$ cat src/rtl/crank_cadence_meter_if.sv
`default_nettype none
// ============================================================================
//  Module      : crank_cadence_meter_if
//  Description : Crank sensor input and cadence result bundle between the
//                crank pulse source and the cadence meter.
//  Revision    : 1.0 - initial release
// ============================================================================
interface crank_cadence_meter_if;
    logic        nCrank;
    logic [7:0]  cadence;
    logic        cadence_valid;
    logic        crank_pulse;
    logic [15:0] crank_count;
    logic        stopped;

    // Sensor / consumer side: drives the raw pulse, observes the results
    modport master (
        output nCrank,
        input  cadence, cadence_valid, crank_pulse, crank_count, stopped
    );

    // Meter side
    modport slave (
        input  nCrank,
        output cadence, cadence_valid, crank_pulse, crank_count, stopped
    );
endinterface
`default_nettype wire

$ cat src/rtl/crank_cadence_meter.sv
`default_nettype none
// ============================================================================
//  Module      : crank_cadence_meter
//  Description : Synchronises and debounces the active-low crank pulse,
//                counts revolutions and converts the edge-to-edge period into
//                a cadence in RPM with a 21-step restoring divider.
//  Revision    : 1.0 - initial release
// ============================================================================
module crank_cadence_meter #(
    parameter int CLK_HZ      = 32768,
    parameter int RPM_NUM     = 60 * CLK_HZ,
    parameter int DEB_CYCLES  = 16,
    parameter int TIMEOUT_CYC = 98304,
    parameter int PER_W       = 17
) (
    input  wire logic            core_CLK,
    input  wire logic            core_Reset,
    crank_cadence_meter_if.slave bus
);

    // Quotient length is fixed so the result latency does not depend on
    // the clock-rate parameters.
    localparam int                   c_DIV_W    = 21;
    localparam logic [4:0]           c_DIV_LAST = 5'd20;
    localparam logic [c_DIV_W-1:0]   c_RPM      = c_DIV_W'(RPM_NUM);
    localparam logic [PER_W-1:0]     c_TIMEOUT  = PER_W'(TIMEOUT_CYC);
    localparam int                   c_DEB_W    = $clog2(DEB_CYCLES + 1);
    localparam logic [c_DEB_W-1:0]   c_DEB_LAST = c_DEB_W'(DEB_CYCLES - 1);

    typedef enum logic [1:0] {
        S_WAIT_FIRST = 2'd0,
        S_MEASURE    = 2'd1,
        S_DIVIDE     = 2'd2
    } state_t;

    state_t               r_state;
    state_t               w_state_nxt;

    logic                 r_sync1;
    logic                 r_sync2;
    logic                 r_deb;
    logic [c_DEB_W-1:0]   r_deb_cnt;
    logic                 w_accept;
    logic                 r_edge;
    logic [15:0]          r_count;

    logic [PER_W-1:0]     r_per;

    logic                 w_start;
    logic                 w_timeout;
    logic                 w_done;

    logic [c_DIV_W-1:0]   r_dvd;
    logic [PER_W-1:0]     r_dvs;
    logic [PER_W-1:0]     r_rem;
    logic [c_DIV_W-2:0]   r_quot;
    logic [4:0]           r_div_cnt;
    logic [PER_W:0]       w_rem_sh;
    logic                 w_ge;
    logic [PER_W-1:0]     w_rem_sub;
    logic [PER_W-1:0]     w_rem_nxt;
    logic [c_DIV_W-1:0]   w_quot_nxt;
    logic [7:0]           w_cad_sat;

    logic [7:0]           r_cadence;
    logic                 r_valid;
    logic                 r_stopped;

    // Two-flop synchroniser; idles high (sensor released)
    always_ff @(posedge core_CLK) begin
        if (core_Reset) begin
            r_sync1 <= 1'b1;
            r_sync2 <= 1'b1;
        end else begin
            r_sync1 <= bus.nCrank;
            r_sync2 <= r_sync1;
        end
    end

    // A revolution is accepted on the cycle the debounced level falls
    assign w_accept = (r_sync2 != r_deb) && (r_deb_cnt == c_DEB_LAST) && r_deb;

    // Debounce: follow the synchronised level only after it has differed for DEB_CYCLES cycles
    always_ff @(posedge core_CLK) begin
        if (core_Reset) begin
            r_deb     <= 1'b1;
            r_deb_cnt <= '0;
            r_edge    <= 1'b0;
            r_count   <= '0;
        end else begin
            r_edge <= w_accept;
            if (w_accept) begin
                r_count <= r_count + 16'd1;
            end
            if (r_sync2 != r_deb) begin
                if (r_deb_cnt == c_DEB_LAST) begin
                    r_deb     <= r_sync2;
                    r_deb_cnt <= '0;
                end else begin
                    r_deb_cnt <= r_deb_cnt + 1'b1;
                end
            end else begin
                r_deb_cnt <= '0;
            end
        end
    end

    // Period counter: restarts on each revolution, parks at the timeout value
    always_ff @(posedge core_CLK) begin
        if (core_Reset) begin
            r_per <= '0;
        end else if (r_edge) begin
            r_per <= '0;
        end else if (r_per != c_TIMEOUT) begin
            r_per <= r_per + 1'b1;
        end
    end

    // State register
    always_ff @(posedge core_CLK) begin
        if (core_Reset) begin
            r_state <= S_WAIT_FIRST;
        end else begin
            r_state <= w_state_nxt;
        end
    end

    // Next-state and control strobes; an edge seen while dividing only counts as a revolution
    always_comb begin
        w_state_nxt = r_state;
        w_start     = 1'b0;
        w_timeout   = 1'b0;
        w_done      = 1'b0;
        case (r_state)
            S_WAIT_FIRST: begin
                if (r_edge) begin
                    w_state_nxt = S_MEASURE;
                end
            end
            S_MEASURE: begin
                if (r_edge) begin
                    w_start     = 1'b1;
                    w_state_nxt = S_DIVIDE;
                end else if (r_per == c_TIMEOUT) begin
                    w_timeout   = 1'b1;
                    w_state_nxt = S_WAIT_FIRST;
                end
            end
            S_DIVIDE: begin
                if (r_div_cnt == c_DIV_LAST) begin
                    w_done      = 1'b1;
                    w_state_nxt = S_MEASURE;
                end
            end
            default: begin
                w_state_nxt = S_WAIT_FIRST;
            end
        endcase
    end

    // One restoring-division step: shift in the next dividend bit, subtract if it fits
    always_comb begin
        w_rem_sh   = {r_rem, r_dvd[c_DIV_W-1]};
        w_ge       = (w_rem_sh >= {1'b0, r_dvs});
        w_rem_sub  = w_rem_sh[PER_W-1:0] - r_dvs;
        w_rem_nxt  = w_ge ? w_rem_sub : w_rem_sh[PER_W-1:0];
        w_quot_nxt = {r_quot, w_ge};
        w_cad_sat  = (|w_quot_nxt[c_DIV_W-1:8]) ? 8'hFF : w_quot_nxt[7:0];
    end

    // Divider datapath: load on the measuring edge, one quotient bit per cycle
    always_ff @(posedge core_CLK) begin
        if (core_Reset) begin
            r_dvd     <= '0;
            r_dvs     <= '0;
            r_rem     <= '0;
            r_quot    <= '0;
            r_div_cnt <= '0;
        end else if (w_start) begin
            r_dvd     <= c_RPM;
            r_dvs     <= r_per;
            r_rem     <= '0;
            r_quot    <= '0;
            r_div_cnt <= '0;
        end else if (r_state == S_DIVIDE) begin
            r_dvd     <= {r_dvd[c_DIV_W-2:0], 1'b0};
            r_rem     <= w_rem_nxt;
            r_quot    <= w_quot_nxt[c_DIV_W-2:0];
            r_div_cnt <= r_div_cnt + 5'd1;
        end
    end

    // Result registers: updated on division completion or on timeout
    always_ff @(posedge core_CLK) begin
        if (core_Reset) begin
            r_cadence <= '0;
            r_valid   <= 1'b0;
            r_stopped <= 1'b1;
        end else begin
            r_valid <= 1'b0;
            if (w_done) begin
                r_cadence <= w_cad_sat;
                r_valid   <= 1'b1;
                r_stopped <= 1'b0;
            end else if (w_timeout) begin
                r_cadence <= '0;
                r_valid   <= 1'b1;
                r_stopped <= 1'b1;
            end
        end
    end

    assign bus.cadence       = r_cadence;
    assign bus.cadence_valid = r_valid;
    assign bus.crank_pulse   = r_edge;
    assign bus.crank_count   = r_count;
    assign bus.stopped       = r_stopped;

endmodule
`default_nettype wire
$ cat src/flat_wrapper.sv
// flat-port wrapper written by rule: the top's interface ports become plain ports
module crank_cadence_meter_flat 
#(
    parameter int CLK_HZ      = 32768,
    parameter int RPM_NUM     = 60 * CLK_HZ,
    parameter int DEB_CYCLES  = 16,
    parameter int TIMEOUT_CYC = 98304,
    parameter int PER_W       = 17
)
  (core_CLK, core_Reset, bus_nCrank, bus_cadence, bus_cadence_valid, bus_crank_pulse, bus_crank_count, bus_stopped);
  crank_cadence_meter_if bus_i ();
  input  wire logic core_CLK;
  input  wire logic core_Reset;
  input wire logic [$bits(bus_i.nCrank)-1:0] bus_nCrank;
  output wire logic [$bits(bus_i.cadence)-1:0] bus_cadence;
  output wire logic [$bits(bus_i.cadence_valid)-1:0] bus_cadence_valid;
  output wire logic [$bits(bus_i.crank_pulse)-1:0] bus_crank_pulse;
  output wire logic [$bits(bus_i.crank_count)-1:0] bus_crank_count;
  output wire logic [$bits(bus_i.stopped)-1:0] bus_stopped;
  assign bus_i.nCrank = bus_nCrank;
  assign bus_cadence = bus_i.cadence;
  assign bus_cadence_valid = bus_i.cadence_valid;
  assign bus_crank_pulse = bus_i.crank_pulse;
  assign bus_crank_count = bus_i.crank_count;
  assign bus_stopped = bus_i.stopped;
  crank_cadence_meter #(.CLK_HZ(CLK_HZ), .RPM_NUM(RPM_NUM), .DEB_CYCLES(DEB_CYCLES), .TIMEOUT_CYC(TIMEOUT_CYC), .PER_W(PER_W)) u_core (.core_CLK(core_CLK), .core_Reset(core_Reset), .bus(bus_i));
endmodule
$ cat config.mk
export PLATFORM = sky130hd
export DESIGN_NAME = crank_cadence_meter_flat
export DESIGN_NICKNAME = d
export VERILOG_FILES = /design/src/rtl/crank_cadence_meter_if.sv /design/src/rtl/crank_cadence_meter.sv /design/src/flat_wrapper.sv
export SDC_FILE = /design/constraint.sdc
export NUM_CORES = 1
export LEC_CHECK = 0
export ABC_AREA = 1
export BUFFER_PORTS_ARGS = -buffer_cell sky130_fd_sc_hd__buf_2
export CORE_UTILIZATION = 55
export CTS_CLUSTER_DIAMETER = 200
export CTS_CLUSTER_SIZE = 14
export DETAILED_ROUTE_END_ITERATION = 6
export GPL_TIMING_DRIVEN = 0
export PLACE_DENSITY_LB_ADDON = 0.12
export REMOVE_ABC_BUFFERS = 1
export SYNTH_ARGS = -nofsm -noshare
export SYNTH_HDL_FRONTEND = slang
export SYNTH_SLANG_ARGS = --single-unit
$ cat constraint.sdc
create_clock -name core_CLK -period 2.15 [get_ports core_CLK]
set_clock_uncertainty 0.15 [all_clocks]
set_input_delay 0.215 -clock core_CLK [delete_from_list [all_inputs] [get_ports core_CLK]]
set_output_delay 0.215 -clock core_CLK [all_outputs]
set_load 0.02 [all_outputs]
==> results of run 1 <==
area by class of cell:
type / instances / area, sq um / share of cell area, %
clock buffer: 21 / 459.2 / 5.940
tap: 140 / 175.2 / 2.266
inverter: 128 / 496.7 / 6.426
timing repair buffer: 69 / 505.5 / 6.539
clock inverter: 11 / 148.9 / 1.926
sequential: 117 / 2369 / 30.64
multi-input combinational: 596 / 3576 / 46.26
placed cells by master, fill, tap and decap left out, types with 5 or more instances in the layout:
cell type      instances
nor2_2                12
nand2_2               22
nand3_1               53
nand3b_1               6
nor2_1                55
o21ai_0               43
dfxtp_1               98
a21oi_1               79
nor4_1                 6
nor3_1                17
ha_1                   7
inv_4                  5
nand2_1              186
dlygate4sd3_1          8
nand4_1               11
inv_2                 18
dfxtp_2               18
ha_4                  16
nor2_4                 8
clkbuf_16             16
buf_4                 28
xor2_1                11
buf_2                 29
nand3_2               13
nand2_4                9
inv_1                104
path summary, 6_finish.rpt:
kind / end / slack (ns) / depth (start not counted)
setup / recovery: u_core.r_rem[7] / 0.008 / 16
hold / removal: u_core.r_per[2] / 0.10 / 4
setup reg to reg: u_core.r_rem[7] / 0.008 / 16
hold reg to reg: u_core.r_sync2 / 0.27 / 1
sequential cells by signal, indices dropped and copies added, names as in the netlist:
register                  flops
u_core.bus.cadence_valid      1
u_core.bus.crank_count       16
u_core.r_dvd                  4
u_core.r_dvs                 17
u_core.bus.stopped            1
u_core.r_rem                 17
u_core.r_div_cnt              5
u_core.bus.crank_pulse        1
u_core.r_per                 17
u_core.r_sync2                1
u_core.bus.cadence            8
u_core.r_state                2
u_core.r_sync1                1
u_core.r_deb                  1
u_core.r_deb_cnt              5
u_core.r_quot                20
power by group through the flow:
stage          Combinational, mW  Sequential (mW)  Clock [mW]
2_1_floorplan             0.0400             2.23           0
4_1_cts                   0.0869             2.18        2.92
6_report                  0.0985             2.18        2.90
3_5_place_dp              0.0668             2.23           0
5_1_grt                    0.109             2.18        3.02
3_3_place_gp              0.0650             2.23           0
stage by stage:
step / total power [mW] / worst slack, ns / cell area [sq um]
after floorplan: 2.267 / -0.4648 / 5929
after global placement: 2.293 / -1.375 / 6250
after detailed placement: 2.296 / -1.400 / 6250
after CTS: 5.192 / -0.01361 / 7124
after global routing: 5.310 / -0.08914 / 7730
final: 5.180 / 0.008392 / 7730
per-layer routing:
| layer | global-route usage, % | vias up | part of all wire (%) |
|---|---|---|---|
| met5 | 0 | - | 0 |
| met1 | 32.94 | 2786 | 44 |
| met3 | 6.565 | 36 | 4.5 |
| met4 | 9.002 | 0 | 2.5 |
| li1 | - | 2920 | - |
| met2 | 44.93 | 145 | 49 |
critical path, stage by stage (launching register included):
cell and delay, ns:
dfxtp_1 0.30, inv_2 0.09, ha_4 0.22, nand2_2 0.10, inv_2 0.06, nand2_2 0.09, inv_1 0.06, nand2_1 0.09
nand2_2 0.08, nor2_4 0.19, buf_12 0.14, nand2_8 0.07, buf_4 0.15, nand3_1 0.06, nand3_1 0.08, nand2_1 0.06
inv_1 0.04
repair_timing:
| action | in CTS | in global routing |
|---|---|---|
| pin swaps | 11 | 40 |
| hold endpoints to repair | 4 | 0 |
| buffers inserted | 11 | 21 |
| hold buffers | 8 | 0 |
| gates cloned | 2 | 5 |
| gates resized for setup | 19 | 104 |
| setup endpoints to repair | 60 | 28 |
kinds of logic (layout without fill, tap and decap cells):
| family | count (synthesis) | count (layout) | share of synthesized area (%) |
|---|---|---|---|
| xor gates and xnor gates | 14 | 14 | 2.015 |
| buffers and inverters | 155 | 229 | 10.46 |
| adders and majority gates | 25 | 25 | 5.263 |
| and+or+nand+nor | 412 | 419 | 31.76 |
| DFF | 117 | 117 | 38.49 |
| AOI/OAI and AO/OA | 138 | 138 | 12.01 |
==> results by group, run 1 <==
Yosys
  • Seq/Total Area, Yosys: 38.49%
  • Synth Instances: 861
  • Synth async-reset ratio: 0%
  • Count of different cell masters after synthesis: 44
  • Dominant cells by area after synthesis: dfxtp_1 38%, nand2_1 13%, inv_1 7.5%
  • Post-synth top cells: 203 x nand2_1, 122 x inv_1, 117 x dfxtp_1
  • Yosys top cell area share: 38.49%
  • Most common cell in the synthesized netlist: nand2_1
  • Synth Register Bits: 117
  • Number of flops mapped to enable cells by yosys: 0
  • Synth area leader: dfxtp_1
  • Top_reg_cell synth: dfxtp_1
  • Mean cell area of the mapped netlist: 7.068 sq um
  • YS warnings: 0
  • Post-synthesis cell area: 6086 sq um

Timing
  • Final min period: 2.142 ns
  • RSZ-0062 raised after global routing: yes
  • Setup_tns: 0 ns
  • WHS: 0.1019 ns
  • Hold Fails Final Rpt: 0
  • Fmax: 0.4669 GHz
  • Max Slew Vio Count: 0
  • Period utilisation layout: 99.61%
  • Worst-margin pin slew: 1.130 ns
  • Final setup vio count: 0
  • Max transition margin: 24.61%

Floorplan
  • Die X-Extent: 107.2 um
  • Die ar.: 11490 sq um
  • Starting density of the core: 56.39%
  • Ports: 30
  • Die Y: 107.2 um
  • Core area: 10790 sq um
  • Placement Rows: 38

Setup path
  • Reg-to-reg startpoint: u_core.r_dvs[14]
  • Crit path arrival time: 2.42 ns
  • Crit. End Element: flop
  • Crit path kind: flop to flop
  • CP Data Required Time: 2.43 ns
  • Crit. Startpoint: u_core.r_dvs[14]
  • Worst setup SP type: flop
  • Maximum fanout along the worst path: 5

Run status
  • Status: complete, no violations

Drt
  • Routed Antenna Nets: 0
  • Post-DR wirelength/cell: 14.76 um
  • Vias: 5887
  • DRC Markers: 0
  • Starting DRT DRC Count: 409
  • Drt pass-1 iters: 5
  • Via/cell ratio: 5.441
  • Total Wirelength: 15.97 mm

CTS
  • Clock Latency Late Sink: 0.53 ns
  • Clk sinks: 117
  • CTS Buf Count: 17
  • H-Tree Depth: 4
  • Clk slew on worst S/H paths: 0.06 ns
  • CTS tree: done
  • Clock buffer depth: 2
  • CTS root buf: clkbuf_8

Final layout
  • Fin nets: 957
  • Area grow syn2layout: 27.01%
  • Share of cells above drive strength 1: 25.27%
  • Core Util, Final: 71.62%
  • Fill cells: 820
  • N_diodes: 0
  • Layout Cells excl Fill: 1082

Global routing
  • Vias in the first global route: 5381
  • Gr ovfl total: 0
  • Pin count of the biggest net entering global routing: 49
  • Gr usage total: 26.59%
  • First-pass GRT wire length: 24.05 mm
  • Antenna violations before repair: 0

Placement
  • Placer Congestion: 0.8759
  • HPWL Detailed: 8.932 mm
  • PortBufs: 29
  • Placed cells: 1003

Power and ir drop
  • Switching share of power: 21.46%
  • Register share of total power: 42.1%
  • Combinational Power Share: 1.9%
  • P_int: 4.069 mW
  • Clock share of power: 56.0%
  • Max VDD drop: 654.3 uV
  • Static leakage: 3.321 nW
  • Power Dens Cells: 670.1 nW/um^2
  • Sw power: 1.112 mW

Hold path
  • Worst Hold Launch: core_Reset
  • Worst hold path type: input port to flop

Flow run
  • Maximum Capacitance Violations: 0
No activity file was read; power rests on OpenSTA's default activity.
==> run 2, diff against run 1 <==
--- a/config.mk
+++ b/config.mk
@@ -12,8 +12,9 @@
 export CTS_CLUSTER_SIZE = 14
 export DETAILED_ROUTE_END_ITERATION = 6
 export GPL_TIMING_DRIVEN = 0
+export MAX_ROUTING_LAYER = met4
 export PLACE_DENSITY_LB_ADDON = 0.12
-export REMOVE_ABC_BUFFERS = 1
+export SKIP_CTS_REPAIR_TIMING = 1
 export SYNTH_ARGS = -nofsm -noshare
 export SYNTH_HDL_FRONTEND = slang
 export SYNTH_SLANG_ARGS = --single-unit
==> results by group, run 2 (synthesized netlist as in run 1, its figures left out) <==
Run status
  • Status: complete, no violations

Setup path
  • Crit path kind: flop to flop
  • Maximum fanout along the worst path: 8
  • Crit-path max cell delay: 0.36 ns
  • Reg-to-reg startpoint: u_core.r_deb_cnt[0]
  • CP Cell Sequence: ha_4 -> nand2_2 -> nor2_4 -> ha_4 -> nand3_4 -> nor3_4 -> nand2_2 -> nor2_4 -> nand3_2 -> nor2_2 -> buf_4 -> a21oi_1
  • CP Data Required Time: 2.43 ns
  • Crit path arrival time: 2.38 ns
  • Worst R2R End: u_core.bus.crank_count[13]
  • Crit. End Element: flop
  • Worst reg2reg path depth: 12
  • R2R setup slack: 0.05 ns
  • Delay-heaviest family, CP: simple AND/OR/NAND/NOR gates
  • Buffers & Inverters on Critical Path: 1
  • Critical path's slowest cell: dfxtp_4
  • Worst setup SP type: flop

Final layout
  • Most frequent cells in the layout: 187 x nand2_1, 113 x inv_1, 102 x dfxtp_1
  • Commonest non-fill, non-tap cell in the layout: nand2_1
  • Biggest register: u_core.r_quot
  • Area grow syn2layout: 25.21%
  • Largest register FFs: 20
  • Final Cell Area: 7620 sq um
  • Fill cells: 831
  • Share of cells above drive strength 1: 22.22%
  • Core Util, Final: 70.60%
  • Register Area: 2364 sq um
  • Fin nets: 960
  • N_diodes: 0
  • Multi-input gate area: 3492 sq um

Placement
  • PortBufs: 29
  • Dpl cell area: 6406 sq um
  • Placer Congestion: 0.9198
  • Setup WS pre-CTS: -0.1392 ns
  • HPWL Detailed: 10.10 mm

Floorplan
  • Die X-Extent: 107.2 um
  • Ports: 30
  • Die Y: 107.2 um
  • Die ar.: 11490 sq um
  • Starting density of the core: 56.39%
  • Placement Rows: 38
  • Core area: 10790 sq um

Hold path
  • Worst Hold Launch: core_Reset
  • Min-Delay Endpoint: u_core.r_dvs[5]
  • Hold path cells: 5
  • Worst hold path type: input port to flop

Global routing
  • Antenna violations before repair: 0
  • Gr usage total: 26.79%
  • Gr ovfl total: 0
  • Pin count of the biggest net entering global routing: 17
  • First-pass GRT wire length: 23.18 mm
  • Vias in the first global route: 5097

Power and ir drop
  • Combinational Power Share: 1.5%
  • Sw power: 1.091 mW
  • Switching share of power: 21.20%
  • Clock share of power: 56.1%
  • P_int: 4.057 mW
  • Max VDD drop: 740.8 uV
  • Register share of total power: 42.4%
  • Static leakage: 3.263 nW
  • Power Dens Cells: 675.6 nW/um^2

Drt
  • DRC Markers: 0
  • Routed Antenna Nets: 0
  • Drt pass-1 iters: 7
  • Post-DR wirelength/cell: 13.88 um
  • Vias: 5734
  • Starting DRT DRC Count: 371
  • Total Wirelength: 15.06 mm
  • Via/cell ratio: 5.285

Timing
  • Worst-margin pin slew: 0.6794 ns
  • Final worst slack: 0.05011 ns
  • Fmax: 0.4762 GHz
  • Max Slew Vio Count: 0
  • Final min period: 2.100 ns
  • Max transition margin: 54.54%
  • Final setup vio count: 0
  • Period utilisation layout: 97.67%
  • Hold Fails Final Rpt: 0

CTS
  • Clk slew on worst S/H paths: 0.06 ns
  • Clk sinks: 117
  • Clock Latency Late Sink: 0.54 ns
  • CTS Buf Count: 17
  • CTS tree: done
  • CTS root buf: clkbuf_8
  • H-Tree Depth: 4
  • Clock buffer depth: 2

Flow run
  • Maximum Capacitance Violations: 0

Yosys
  • Mapped Nets: 889
run 2: changes by cell type in the layout (fill, tap and decap cells not counted), sizes merged:
cell,change
nand2,-4
nor2,-2
clkbuf,+16
inv,+1
dlygate4sd3,-7
clkinvlp,-1
run 2: area by class of cell:
class,count,area share [%]
multi-input combinational,590,45.83
sequential,117,31.02
inverter,128,6.404
clock buffer,21,6.026
timing repair buffer,51,4.335
tap,140,2.299
buffer,27,2.135
clock inverter,11,1.954
run 2: worst max-delay path by stage:
stage                                    from                         end  slack [ns]  depth (start not counted)
final                     u_core.r_deb_cnt[0]  u_core.bus.crank_count[13]        0.05                         12
after global routing         u_core.r_dvs[13]            u_core.r_rem[11]       -0.04                         15
after CTS                 u_core.r_deb_cnt[0]  u_core.bus.crank_count[13]       -0.15                         12
after detailed placement  u_core.r_deb_cnt[0]  u_core.bus.crank_count[13]       -0.14                         12
after global placement    u_core.r_deb_cnt[0]  u_core.bus.crank_count[13]       -0.07                         12
after floorplan           u_core.r_deb_cnt[0]  u_core.bus.crank_count[13]        0.15                         12
run 2: metrics by stage:
| step | hold WS, ns | setup TNS (ns) | cells | power, mW |
|---|---|---|---|---|
| final | 0.07840 | 0 | 1085 | 5.148 |
| after global routing | 0.1548 | -0.2469 | 1085 | 5.281 |
| after CTS | -0.3098 | -1.124 | 1062 | 5.189 |
| after detailed placement | 0.2516 | -0.8492 | 1030 | 2.305 |
| after global placement | 0.2452 | -0.2302 | 1030 | 2.301 |
| after floorplan | 0.1688 | 0 | 861 | 2.279 |
run 2: power groups by stage:
| stage | registers (mW) | clock network, mW | logic [mW] |
|---|---|---|---|
| after floorplan | 2.23 | 0 | 0.0519 |
| after global placement | 2.23 | 0 | 0.0728 |
| after detailed placement | 2.23 | 0 | 0.0758 |
| after CTS | 2.18 | 2.93 | 0.0766 |
| after global routing | 2.18 | 3.01 | 0.0886 |
| final | 2.18 | 2.89 | 0.0785 |
run 2: worst min-delay path, stage by stage:
cell,delay (ns)
buf_2,0.09
inv_1,0.05
clkbuf_1,0.20
o21ai_0,0.12
a21oi_1,0.04
run 2: metal layers:
layer / track usage (%) / vias up / routed length, um
met5: - / - / 0
met4: 9.785 / 0 / 304
met3: 6.322 / 27 / 675
met2: 42.72 / 115 / 7316
met1: 33.05 / 2665 / 6764
li1: - / 2927 / -
==> run 3, diff against run 2 <==
--- a/config.mk
+++ b/config.mk
@@ -7,8 +7,7 @@
 export LEC_CHECK = 0
 export ABC_AREA = 1
 export BUFFER_PORTS_ARGS = -buffer_cell sky130_fd_sc_hd__buf_2
-export CORE_UTILIZATION = 55
-export CTS_CLUSTER_DIAMETER = 200
+export CORE_UTILIZATION = 61
 export CTS_CLUSTER_SIZE = 14
 export DETAILED_ROUTE_END_ITERATION = 6
 export GPL_TIMING_DRIVEN = 0
==> results by group, run 3 (synthesized netlist as in run 1, its figures left out) <==
Timing
  • Final min period: 2.107 ns
  • Period utilisation layout: 98.00%
  • Max Slew Vio Count: 0
  • Final setup vio count: 0
  • Final worst slack: 0.04290 ns
  • Max transition margin: 55.32%
  • Hold Fails Final Rpt: 0
  • Worst-margin pin slew: 0.6677 ns
  • Fmax: 0.4746 GHz
  • RSZ-0062 raised after global routing: yes

Drt
  • Routed Antenna Nets: 0
  • Total Wirelength: 15.31 mm
  • Starting DRT DRC Count: 363
  • DRC Markers: 6
  • Highest routed layer: met4
  • Met2 WL: 7.689 mm
  • Via/cell ratio: 5.472
  • Post-DR wirelength/cell: 14.34 um
  • Drt pass-1 iters: 7
  • Vias: 5844
  • Met3 Wirelength: 784 um
  • DRT met1 WL: 6.503 mm

Final layout
  • Commonest non-fill, non-tap cell in the layout: nand2_1
  • Final Cell Area: 7445 sq um
  • Biggest register: u_core.r_quot
  • N_diodes: 0
  • Layout Cells excl Fill: 1068
  • Largest register FFs: 20
  • Fin nets: 951
  • Fill cells: 734
  • Core Util, Final: 76.52%
  • Area grow syn2layout: 22.33%
  • Most frequent cells in the layout: 192 x nand2_1, 112 x inv_1, 108 x dfxtp_1
  • Share of cells above drive strength 1: 20.11%

Global routing
  • First-pass GRT wire length: 23.39 mm
  • Vias in the first global route: 5246
  • Gr ovfl total: 0
  • Antenna violations before repair: 0
  • Pin count of the biggest net entering global routing: 17
  • Gr usage total: 30.09%

Hold path
  • Worst hold path type: input port to flop

CTS
  • Clk slew on worst S/H paths: 0.05 ns
  • Clk sinks: 117
  • CTS Buf Count: 17
  • CTS root buf: clkbuf_8
  • Clock buffer depth: 2
  • CTS tree: done
  • H-Tree Depth: 4
  • Clock Latency Late Sink: 0.52 ns

Setup path
  • CP Data Required Time: 2.45 ns
  • Crit path kind: flop to flop
  • Crit-path max cell delay: 0.40 ns
  • Critical path's slowest cell: fa_2
  • Buffers & Inverters on Critical Path: 3
  • Worst setup SP type: flop
  • Crit. End Element: flop
  • Crit path arrival time: 2.41 ns
  • CP Cell Sequence: inv_2 -> ha_2 -> inv_2 -> fa_2 -> nand3_2 -> nand3_4 -> nand2_4 -> nand2_8 -> buf_12 -> nand3_2 -> nand3_1 -> a21oi_2
  • Maximum fanout along the worst path: 8
  • Delay-heaviest family, CP: simple AND/OR/NAND/NOR gates

Power and ir drop
  • Static leakage: 3.193 nW
  • Final Power: 4.951 mW
  • Max VDD drop: 676.1 uV
  • Power Dens Cells: 665.0 nW/um^2

Floorplan
  • Die ar.: 10380 sq um
  • Core area: 9729 sq um
  • Ports: 30
  • Placement Rows: 36
  • Die X-Extent: 101.9 um
  • Starting density of the core: 62.55%
  • Die Y: 101.9 um

Placement
  • Setup WS pre-CTS: -0.1174 ns
  • Dpl cell area: 6397 sq um
  • Placer Congestion: 0.9312
  • HPWL Detailed: 10.25 mm
  • PortBufs: 29
  • Placed cells: 1023

Run status
  • Status: finished with violations
  • Failing checks: DRC

Yosys
  • Mapped Nets: 889

Flow run
  • Maximum Capacitance Violations: 0
-- run 3: changes by cell type in the layout (fill, tap and decap cells not counted), moves of 3 or more --
cell	previous run	this run
inv_2	12	16
nand2_1	187	192
dfxtp_1	102	108
inv_4	3	0
buf_4	20	12
dfxtp_2	14	9
nand2_2	23	17
-- run 3: power by group --
| part | switching, mW | leakage, nW | internal [mW] |
|---|---|---|---|
| sequential | 0.00618 | 0.948 | 2.18 |
| combinational | 0.0569 | 1.97 | 0.0225 |
| clock | 0.965 | 0.273 | 1.72 |
| total | 1.03 | 3.19 | 3.92 |
-- run 3: stage by stage --
step | setup TNS, ns | hold slack, ns
finish | 0 | 0.09589
global route | -0.1437 | 0.1566
CTS | -1.241 | -0.2889
detailed placement | -0.9518 | 0.2497
global placement | -0.08565 | 0.2426
floorplan | 0 | 0.1688
-- run 3: worst paths after layout --
| check | end | depth (start not counted) | from | slack [ns] |
|---|---|---|---|---|
| setup reg to reg | u_core.r_rem[14] | 12 | u_core.r_dvd[20] | 0.04 |
| setup / recovery | u_core.r_rem[14] | 12 | u_core.r_dvd[20] | 0.04 |
| hold / removal | u_core.r_dvs[1] | 5 | core_Reset | 0.1 |
| hold reg to reg | u_core.r_sync2 | 1 | u_core.r_sync1 | 0.27 |
-- run 3: cell type report --
class	count	area [sq um]	share of cell area, %
plain buffers	27	162.7	2.185
clock inverters	9	102.6	1.378
clock buffers	22	462.9	6.218
flip-flops and latches	117	2354	31.61
inverters	128	480.5	6.454
well taps	133	166.4	2.235
repair buffers	43	270.3	3.630
multi-input cells	589	3446	46.29
-- run 3: routing by layer --
metal	GRT usage, %	vias to the layer above
met4	10.99	0
met3	6.635	34
li1	-	2890
met5	-	-
met1	35.91	2736
met2	49.90	184
-- run 3: worst reg2reg max path, stage by stage, from the launching register on --
cell	delay, ns
dfxtp_1	0.30
inv_2	0.06
ha_2	0.17
inv_2	0.05
fa_2	0.40
nand3_2	0.11
nand3_4	0.10
nand2_4	0.13
nand2_8	0.11
buf_12	0.16
nand3_2	0.05
nand3_1	0.10
a21oi_2	0.15
